File: src/rtl/pc_redirect_ctrl.sv
// Execute-stage control-flow resolver: evaluates branches/jumps, issues PC redirect
// and flushes, traps misaligned targets, and keeps saturating branch/redirect counts.
module pc_redirect_ctrl #(
  parameter int PC_Width  = 32,
  parameter int CNT_Width = 16
) (
  input  logic                 i_clk,
  input  logic                 i_rst_n,
  input  logic                 i_valid_E,
  input  logic                 i_Branch_E,
  input  logic                 i_Jump_E,
  input  logic                 i_Jal_R_E_req,
  input  logic [2:0]           i_funct3_E,
  input  logic                 i_Zero_E,
  input  logic                 i_Lt_E,
  input  logic                 i_Ltu_E,
  input  logic [PC_Width-1:0]  i_PC_target_E,
  input  logic                 i_trap_ack,
  output logic                 o_Jal_R_E,
  output logic                 o_PCSrc_E,
  output logic                 o_Flush_D,
  output logic                 o_Flush_E,
  output logic                 o_trap,
  output logic [PC_Width-1:0]  o_trap_PC,
  output logic [CNT_Width-1:0] o_branch_cnt,
  output logic [CNT_Width-1:0] o_redirect_cnt
);

  typedef enum logic [1:0] {
    IDLE   = 2'd0,
    SHADOW = 2'd1,
    TRAP   = 2'd2
  } state_t;

  localparam logic [CNT_Width-1:0] CNT_MAX = {CNT_Width{1'b1}};
  localparam logic [CNT_Width-1:0] CNT_ONE = {{(CNT_Width-1){1'b0}}, 1'b1};

  state_t                state_q, state_d;
  logic                  trap_q, trap_d;
  logic [PC_Width-1:0]   trap_pc_q, trap_pc_d;
  logic [CNT_Width-1:0]  branch_cnt_q, branch_cnt_d;
  logic [CNT_Width-1:0]  redirect_cnt_q, redirect_cnt_d;

  logic taken;
  logic req;
  logic misaligned;

  always_comb begin
    taken = 1'b0;
    case (i_funct3_E)
      3'b000:  taken = i_Zero_E;
      3'b001:  taken = ~i_Zero_E;
      3'b100:  taken = i_Lt_E;
      3'b101:  taken = ~i_Lt_E;
      3'b110:  taken = i_Ltu_E;
      3'b111:  taken = ~i_Ltu_E;
      default: taken = 1'b0;
    endcase
  end

  assign req        = i_valid_E & (i_Jump_E | i_Jal_R_E_req | (i_Branch_E & taken));
  assign misaligned = i_PC_target_E[1];
  assign o_Jal_R_E  = i_Jal_R_E_req & i_valid_E;

  // Redirect/flush controls are zero-latency in IDLE, state-only in SHADOW and TRAP.
  always_comb begin
    state_d        = state_q;
    trap_d         = trap_q;
    trap_pc_d      = trap_pc_q;
    branch_cnt_d   = branch_cnt_q;
    redirect_cnt_d = redirect_cnt_q;
    o_PCSrc_E      = 1'b0;
    o_Flush_D      = 1'b0;
    o_Flush_E      = 1'b0;
    case (state_q)
      IDLE: begin
        if (i_valid_E && i_Branch_E && (branch_cnt_q != CNT_MAX)) begin
          branch_cnt_d = branch_cnt_q + CNT_ONE;
        end else begin
          branch_cnt_d = branch_cnt_q;
        end
        if (req) begin
          o_Flush_D = 1'b1;
          o_Flush_E = 1'b1;
          if (misaligned) begin
            trap_d    = 1'b1;
            trap_pc_d = i_PC_target_E;
            state_d   = TRAP;
          end else begin
            o_PCSrc_E = 1'b1;
            state_d   = SHADOW;
            if (redirect_cnt_q != CNT_MAX) begin
              redirect_cnt_d = redirect_cnt_q + CNT_ONE;
            end else begin
              redirect_cnt_d = redirect_cnt_q;
            end
          end
        end else begin
          state_d = IDLE;
        end
      end
      SHADOW: begin
        o_Flush_E = 1'b1;
        state_d   = IDLE;
      end
      TRAP: begin
        o_Flush_D = 1'b1;
        o_Flush_E = 1'b1;
        if (i_trap_ack) begin
          trap_d  = 1'b0;
          state_d = IDLE;
        end else begin
          state_d = TRAP;
        end
      end
      default: begin
        state_d = IDLE;
        trap_d  = 1'b0;
      end
    endcase
  end

  always_ff @(posedge i_clk) begin
    if (!i_rst_n) begin
      state_q        <= IDLE;
      trap_q         <= 1'b0;
      trap_pc_q      <= {PC_Width{1'b0}};
      branch_cnt_q   <= {CNT_Width{1'b0}};
      redirect_cnt_q <= {CNT_Width{1'b0}};
    end else begin
      state_q        <= state_d;
      trap_q         <= trap_d;
      trap_pc_q      <= trap_pc_d;
      branch_cnt_q   <= branch_cnt_d;
      redirect_cnt_q <= redirect_cnt_d;
    end
  end

  assign o_trap         = trap_q;
  assign o_trap_PC      = trap_pc_q;
  assign o_branch_cnt   = branch_cnt_q;
  assign o_redirect_cnt = redirect_cnt_q;

endmodule

File: config.mk
export PLATFORM = sky130hd
export DESIGN_NAME = pc_redirect_ctrl
export DESIGN_NICKNAME = d
export VERILOG_FILES = /design/src/rtl/pc_redirect_ctrl.sv
export SDC_FILE = /design/constraint.sdc
export NUM_CORES = 1
export LEC_CHECK = 0
export ABC_AREA = 1
export BUFFER_PORTS_ARGS = -buffer_cell sky130_fd_sc_hd__buf_2
export CAP_MARGIN = 30
export CORE_ASPECT_RATIO = 1.5
export CORE_MARGIN = 4
export CORE_UTILIZATION = 45
export DETAILED_ROUTE_END_ITERATION = 8
export PLACE_DENSITY_LB_ADDON = 0.3
export SKIP_LAST_GASP = 1
export SLEW_MARGIN = 40
export SYNTH_ARGS = -nofsm -noshare
export SYNTH_HDL_FRONTEND = slang
export SYNTH_SLANG_ARGS = --single-unit
File: constraint.sdc
create_clock -name i_clk -period 2.1 [get_ports i_clk]
set_clock_uncertainty 0.1 [all_clocks]
set_input_delay 0.42 -clock i_clk [delete_from_list [all_inputs] [get_ports i_clk]]
set_output_delay 0.42 -clock i_clk [all_outputs]
set_load 0.03 [all_outputs]
### Yosys cells after proc, flatten, opt, wreduce, memory -nomap -nowiden

Index checks and enable logic that the tools add are counted.
Widths: inputs -> output; s select.

| word-level totals | value |
|---|---|
| register bits | 67 |
| input bits | 45 |
| output and inout bits | 69 |
| word-level logic and storage cells | 53 |

| cells by class | value |
|---|---|
| add/sub/neg operators | 2 |
| equal/unequal tests | 12 |
| muxes and demuxes | 15 |
| bitwise logic cells | 10 |
| reductions and logical operators | 9 |

Operator list:

| operator | number |
|---|---|
| $add 16x1->16 const B | 2 |
| $ne 16x16->1 const B | 2 |
| $eq 3x3->1 const B | 4 |
| $reduce_and 4->1 | 2 |
| $mux 1 | 7 |
| $mux 2 | 3 |
| $ne 2x2->1 const B | 3 |
| $pmux 1 s6 | 1 |
| $not 1->1 | 5 |
| $pmux 1 s2 | 2 |
| $pmux 2 s2 | 1 |
| $and 1x1->1 | 3 |
| $eq 3x1->1 const B | 1 |
| $logic_not 3->1 | 1 |
| $pmux 1 s3 | 1 |
| $reduce_and 3->1 | 1 |
| $eq 2x1->1 const B | 1 |
| $eq 2x2->1 const B | 1 |
| $logic_and 1x1->1 | 2 |
| $logic_not 2->1 | 1 |
| $or 1x1->1 | 2 |
| $reduce_and 2->1 | 1 |
| $reduce_or 2->1 | 1 |

### Logic depth before layout (Yosys ltp)

| logic depth | value |
|---|---|
| depth after elaboration | 7 |
| depth in mapped cells | 14 |
| mapped depth without buffers | 13 |

### Worst setup path after synthesis

Ideal clock, no wire load.

| timing path | value |
|---|---|
| path type | input-to-output |
| start point | in i_funct3_E[2] |
| end point | out o_Flush_E |
| arrival time | 1.669 ns |
| data required time | 1.580 ns |
| slack | -0.089 ns |
| stages | 12 |
| buffers on the path | 1 |
| path through | inv_1 nand2_1 nand3_1 nand3_1 nand2_1 nand2_1 nand2_2 nand2_4 nor2_8 buf_2 nor2_1 nor2_1 |

| between the ends | value |
|---|---|
| word-level cells in the longest chain between the ends | 7 |
| elaborated cells on any way between the ends | 12 |
| classes of those cells | eq/ne: 5; mux: 3; bitwise: 3; reduce/logical: 1 |

RTL lines:

| what | RTL line | source |
|---|---|---|
| start: declaration | 13 | `input logic [2:0] i_funct3_E,` |
| $eq 3x3->1 (tied with other cells) | 50 | `case (i_funct3_E)` |
| $pmux 1 s6 * | 50 |  |
| $and 1x1->1 * | 61 | `assign req = i_valid_E & (i_Jump_E \| i_Jal_R_E_req \| (i_Branch_E & taken));` |
| $or 1x1->1 * | 61 |  |
| $and 1x1->1 * | 61 |  |
| $mux 1 * | 82 | `if (req) begin` |
| $pmux 1 s2 * | 75 | `case (state_q)` |
| end: declaration | 22 | `output logic o_Flush_E,` |

Mark *: on every way between the ends. The rest lies on a longest branch, timed or not.

### Worst setup path in the final report

| timing path | value |
|---|---|
| start point | in i_funct3_E[0] |
| end point | out o_Flush_D |

| between the ends | value |
|---|---|
| word-level cells in the longest chain between the ends | 7 |
| elaborated cells on any way between the ends | 12 |
| classes of those cells | eq/ne: 5; mux: 3; bitwise: 3; reduce/logical: 1 |

RTL lines:

| what | RTL line | source |
|---|---|---|
| $eq 3x3->1 (tied with other cells) | 50 |  |
| $pmux 1 s6 * | 50 |  |
| $and 1x1->1 * | 61 |  |
| $or 1x1->1 * | 61 |  |
| $and 1x1->1 * | 61 |  |
| $mux 1 * | 82 |  |
| $pmux 1 s2 * | 75 |  |
| end: declaration | 21 | `output logic o_Flush_D,` |

Marks and branches as above.

==> impl_metrics.py <==
metrics = {
    "status": {
        "status": "complete, no violations",
    },
    "floorplan": {
        "dieArea_mm2": 0.00988,
        "die_w_um": 82.5,
        "coreArea_mm2": 0.00806,
        "ioPinCount": 114,
        "initial_core_util_pct": 46.5,
        "die_h_um": 120,
        "fp-row-count": 40,
    },
    "worst_setup_path": {
        "start_kind": "primary input",
        "required_ps": 1580,
        "cp-startpoint": "i_funct3_E[0]",
        "worstPathArrival_ps": 1530,
        "critPathKind": "primary input to primary output",
        "r2r_slack_ps": 190,
        "crit_fanout": 4,
        "crit_path_end_kind": "primary output",
        "reg2regPathDepth": 7,
        "r2r_end": "o_redirect_cnt[3]",
        "r2r_start": "o_redirect_cnt[1]",
    },
    "detailed_routing": {
        "post_drt_wl_per_cell_um": 11.8,
        "first_pass_iters": 4,
        "drt_iter0_drc": 179,
        "drcViolationCount": 0,
        "antenna_left": 0,
        "wirelength_mm": 9.48,
        "num_vias": 3803,
        "viasPerCell": 4.75,
    },
    "synth": {
        "syn-num-nets": 623,
        "yosysTopAreaCell": "dfxtp_1",
        "synth_area_leaders": "dfxtp_1 36%, nand2_1 14%, inv_1 13%, nand3_1 8.1%, nor2_1 5.0%",
        "ys.warnings.count": 0,
        "synth_seq_area_share_pct": 35.8,
        "synthFlopType": "dfxtp_1",
        "synthMostInstantiatedCell": "nand2_1",
        "postSynth.asyncResetShare_pct": 0,
        "synth_top_area_share_pct": 35.8,
        "avgSynthCellArea_um2": 6.55,
        "synth-edff-count": 0,
        "synth_cell_type_count": 32,
        "syn_inst": 572,
        "synthesis.area_mm2": 0.00375,
        "yosys-top-cells-count": "139 x nand2_1, 129 x inv_1, 67 x dfxtp_1",
        "synth_seq_cells": 67,
    },
    "global_route": {
        "grt_start_max_net_pins": 36,
        "antenna_found_initial": 0,
        "grt_remaining_overflow": 0,
        "grt_pass1_vias": 3527,
        "gr-usage-all-layers_pct": 20.0,
        "grt_pass1_wl_mm": 15.6,
    },
    "placed_design": {
        "place.gp.congestion": 0.928,
        "dpl.hpwl_mm": 6.87,
        "io_buffers": 113,
        "placed_cells": 786,
    },
    "worst_hold_path": {
        "hp-class": "primary input to flip-flop",
        "whs_path_depth": 5,
        "worst_hold_path.endpoint": "o_trap_PC[19]",
        "hp-start": "i_PC_target_E[19]",
    },
    "cts": {
        "cts_tree": "built",
        "htree_levels": 3,
        "clkSinkCount": 67,
        "post_cts_buffers": 0,
        "cts_buffers": 9,
        "clock_path_buffers": 2,
        "cts_hold_buffers": 0,
        "clk_latency_ps": 330,
        "clk_pin_slew_ps": 50,
        "cts_root_buf": "clkbuf_16",
    },
    "power": {
        "p_leak_nw": 2.51,
        "ir_drop_mv": 0.418,
        "p_total_mw": 3.33,
        "power_density_mw_per_mm2": 693,
    },
    "cells_and_area": {
        "layout.nets": 743,
        "antennaDiodeCount": 0,
        "fillers": 777,
        "drive_gt1_share_pct": 24.9,
        "area_delta_synth_final_pct": 28.1,
        "final_cells": 801,
    },
    "sta": {
        "worst_pin_slew_ps": 396,
        "whs_ps": 302,
        "slew_viol_final": 0,
        "rsz0062_at_grt": "yes",
        "finalSetupViolCount": 0,
        "fin_crit_ps": 2050,
        "finalHoldViolations": 0,
        "fmax_mhz": 488,
        "slew_headroom_pct": 73.5,
        "fin_crit_sh_pct": 97.7,
    },
    "run": {
        "maxCapViolations": 0,
    },
}
==> layout make-up <==
class	instances	area, um2	share of cell area (%)
clock inverters	1	7.51	0.156
flip-flops and latches	67	1340	27.9
repair buffers	131	732	15.2
clock buffers	14	274	5.70
well taps	105	131	2.74
multi-input cells	353	1830	38.1
inverters	130	488	10.2
==> per-stage QoR <==
| step | TNS (ps) | setup slack [ps] | instance area (um2) | utilization, % |
|---|---|---|---|---|
| global route | -106 | -42.9 | 4800 | 59.6 |
| global placement | -61.6 | -61.6 | 4490 | 55.7 |
| finish | 0 | 49.0 | 4800 | 59.6 |
| floorplan | 0 | 14.8 | 3750 | - |
| detailed placement | -244 | -84.4 | 4490 | 55.7 |
| CTS | -6.14 | -6.14 | 4800 | 59.5 |
==> state kept, by name (all words and copies together), names as in the netlist <==
name	count
state_q	2
o_trap	1
o_trap_PC	32
o_redirect_cnt	16
o_branch_cnt	16
==> logic make-up after synthesis <==
logic type / Yosys count / synth area share [%]
xor+xnor: 25 / 5.84
flops: 67 / 35.8
fa+ha+maj: 6 / 2.00
buf+inv: 152 / 15.9
simple gates: 284 / 34.2
compound gates: 38 / 6.27
==> timing repair <==
item,CTS,global route
gates resized for setup,8,5
pin swaps,3,5
endpoints found under the setup margin,3,4
hold endpoints to repair,0,0
==> power by group <==
part           internal [mW]  leakage (nW)  switching [mW]
combinational          0.193          1.83           0.363
clock                  0.889         0.135           0.529
sequential              1.33         0.546          0.0292
==> routing by layer <==
layer | track usage, % | wire length [um] | vias up | share of wire, %
met5 | 0 | 0 | - | 0
met4 | 9.30 | 206 | 0 | 2.2
met3 | 5.71 | 633 | 20 | 6.7
met2 | 32.8 | 4820 | 114 | 51
met1 | 23.3 | 3820 | 1714 | 40
li1 | - | - | 1955 | -
==> worst max-delay path by stage <==
| stage | to | slack, ps | cells past startpoint |
|---|---|---|---|
| 4_1_cts | o_Flush_D | -6 | 10 |
| 2_1_floorplan | o_Flush_D | 10 | 9 |
| 5_1_grt | o_PCSrc_E | -40 | 12 |
| 3_5_place_dp | o_Flush_D | -80 | 10 |
| 6_report | o_Flush_D | 50 | 10 |
| 3_3_place_gp | o_Flush_D | -60 | 10 |
==> critical path, cell delays in order <==
cell and delay [ps]:
buf_2 120, or2_1 210, nand4_1 70, nand2_1 70, nand2_1 70, nand2_2 70
nand2_4 100, nor2_8 40, or2_4 230, buf_6 140
==> cell usage in the layout (no fill, tap or decap), types with 9 or more instances in the layout <==
cell type	instances
a21oi_1	23
a21oi_2	10
buf_2	110
buf_4	17
clkbuf_16	9
dfxtp_1	67
inv_1	126
nand2_1	139
nand3_1	61
nor2_1	49
xor2_1	18
Note: power is estimated with default switching activity, not from simulation.
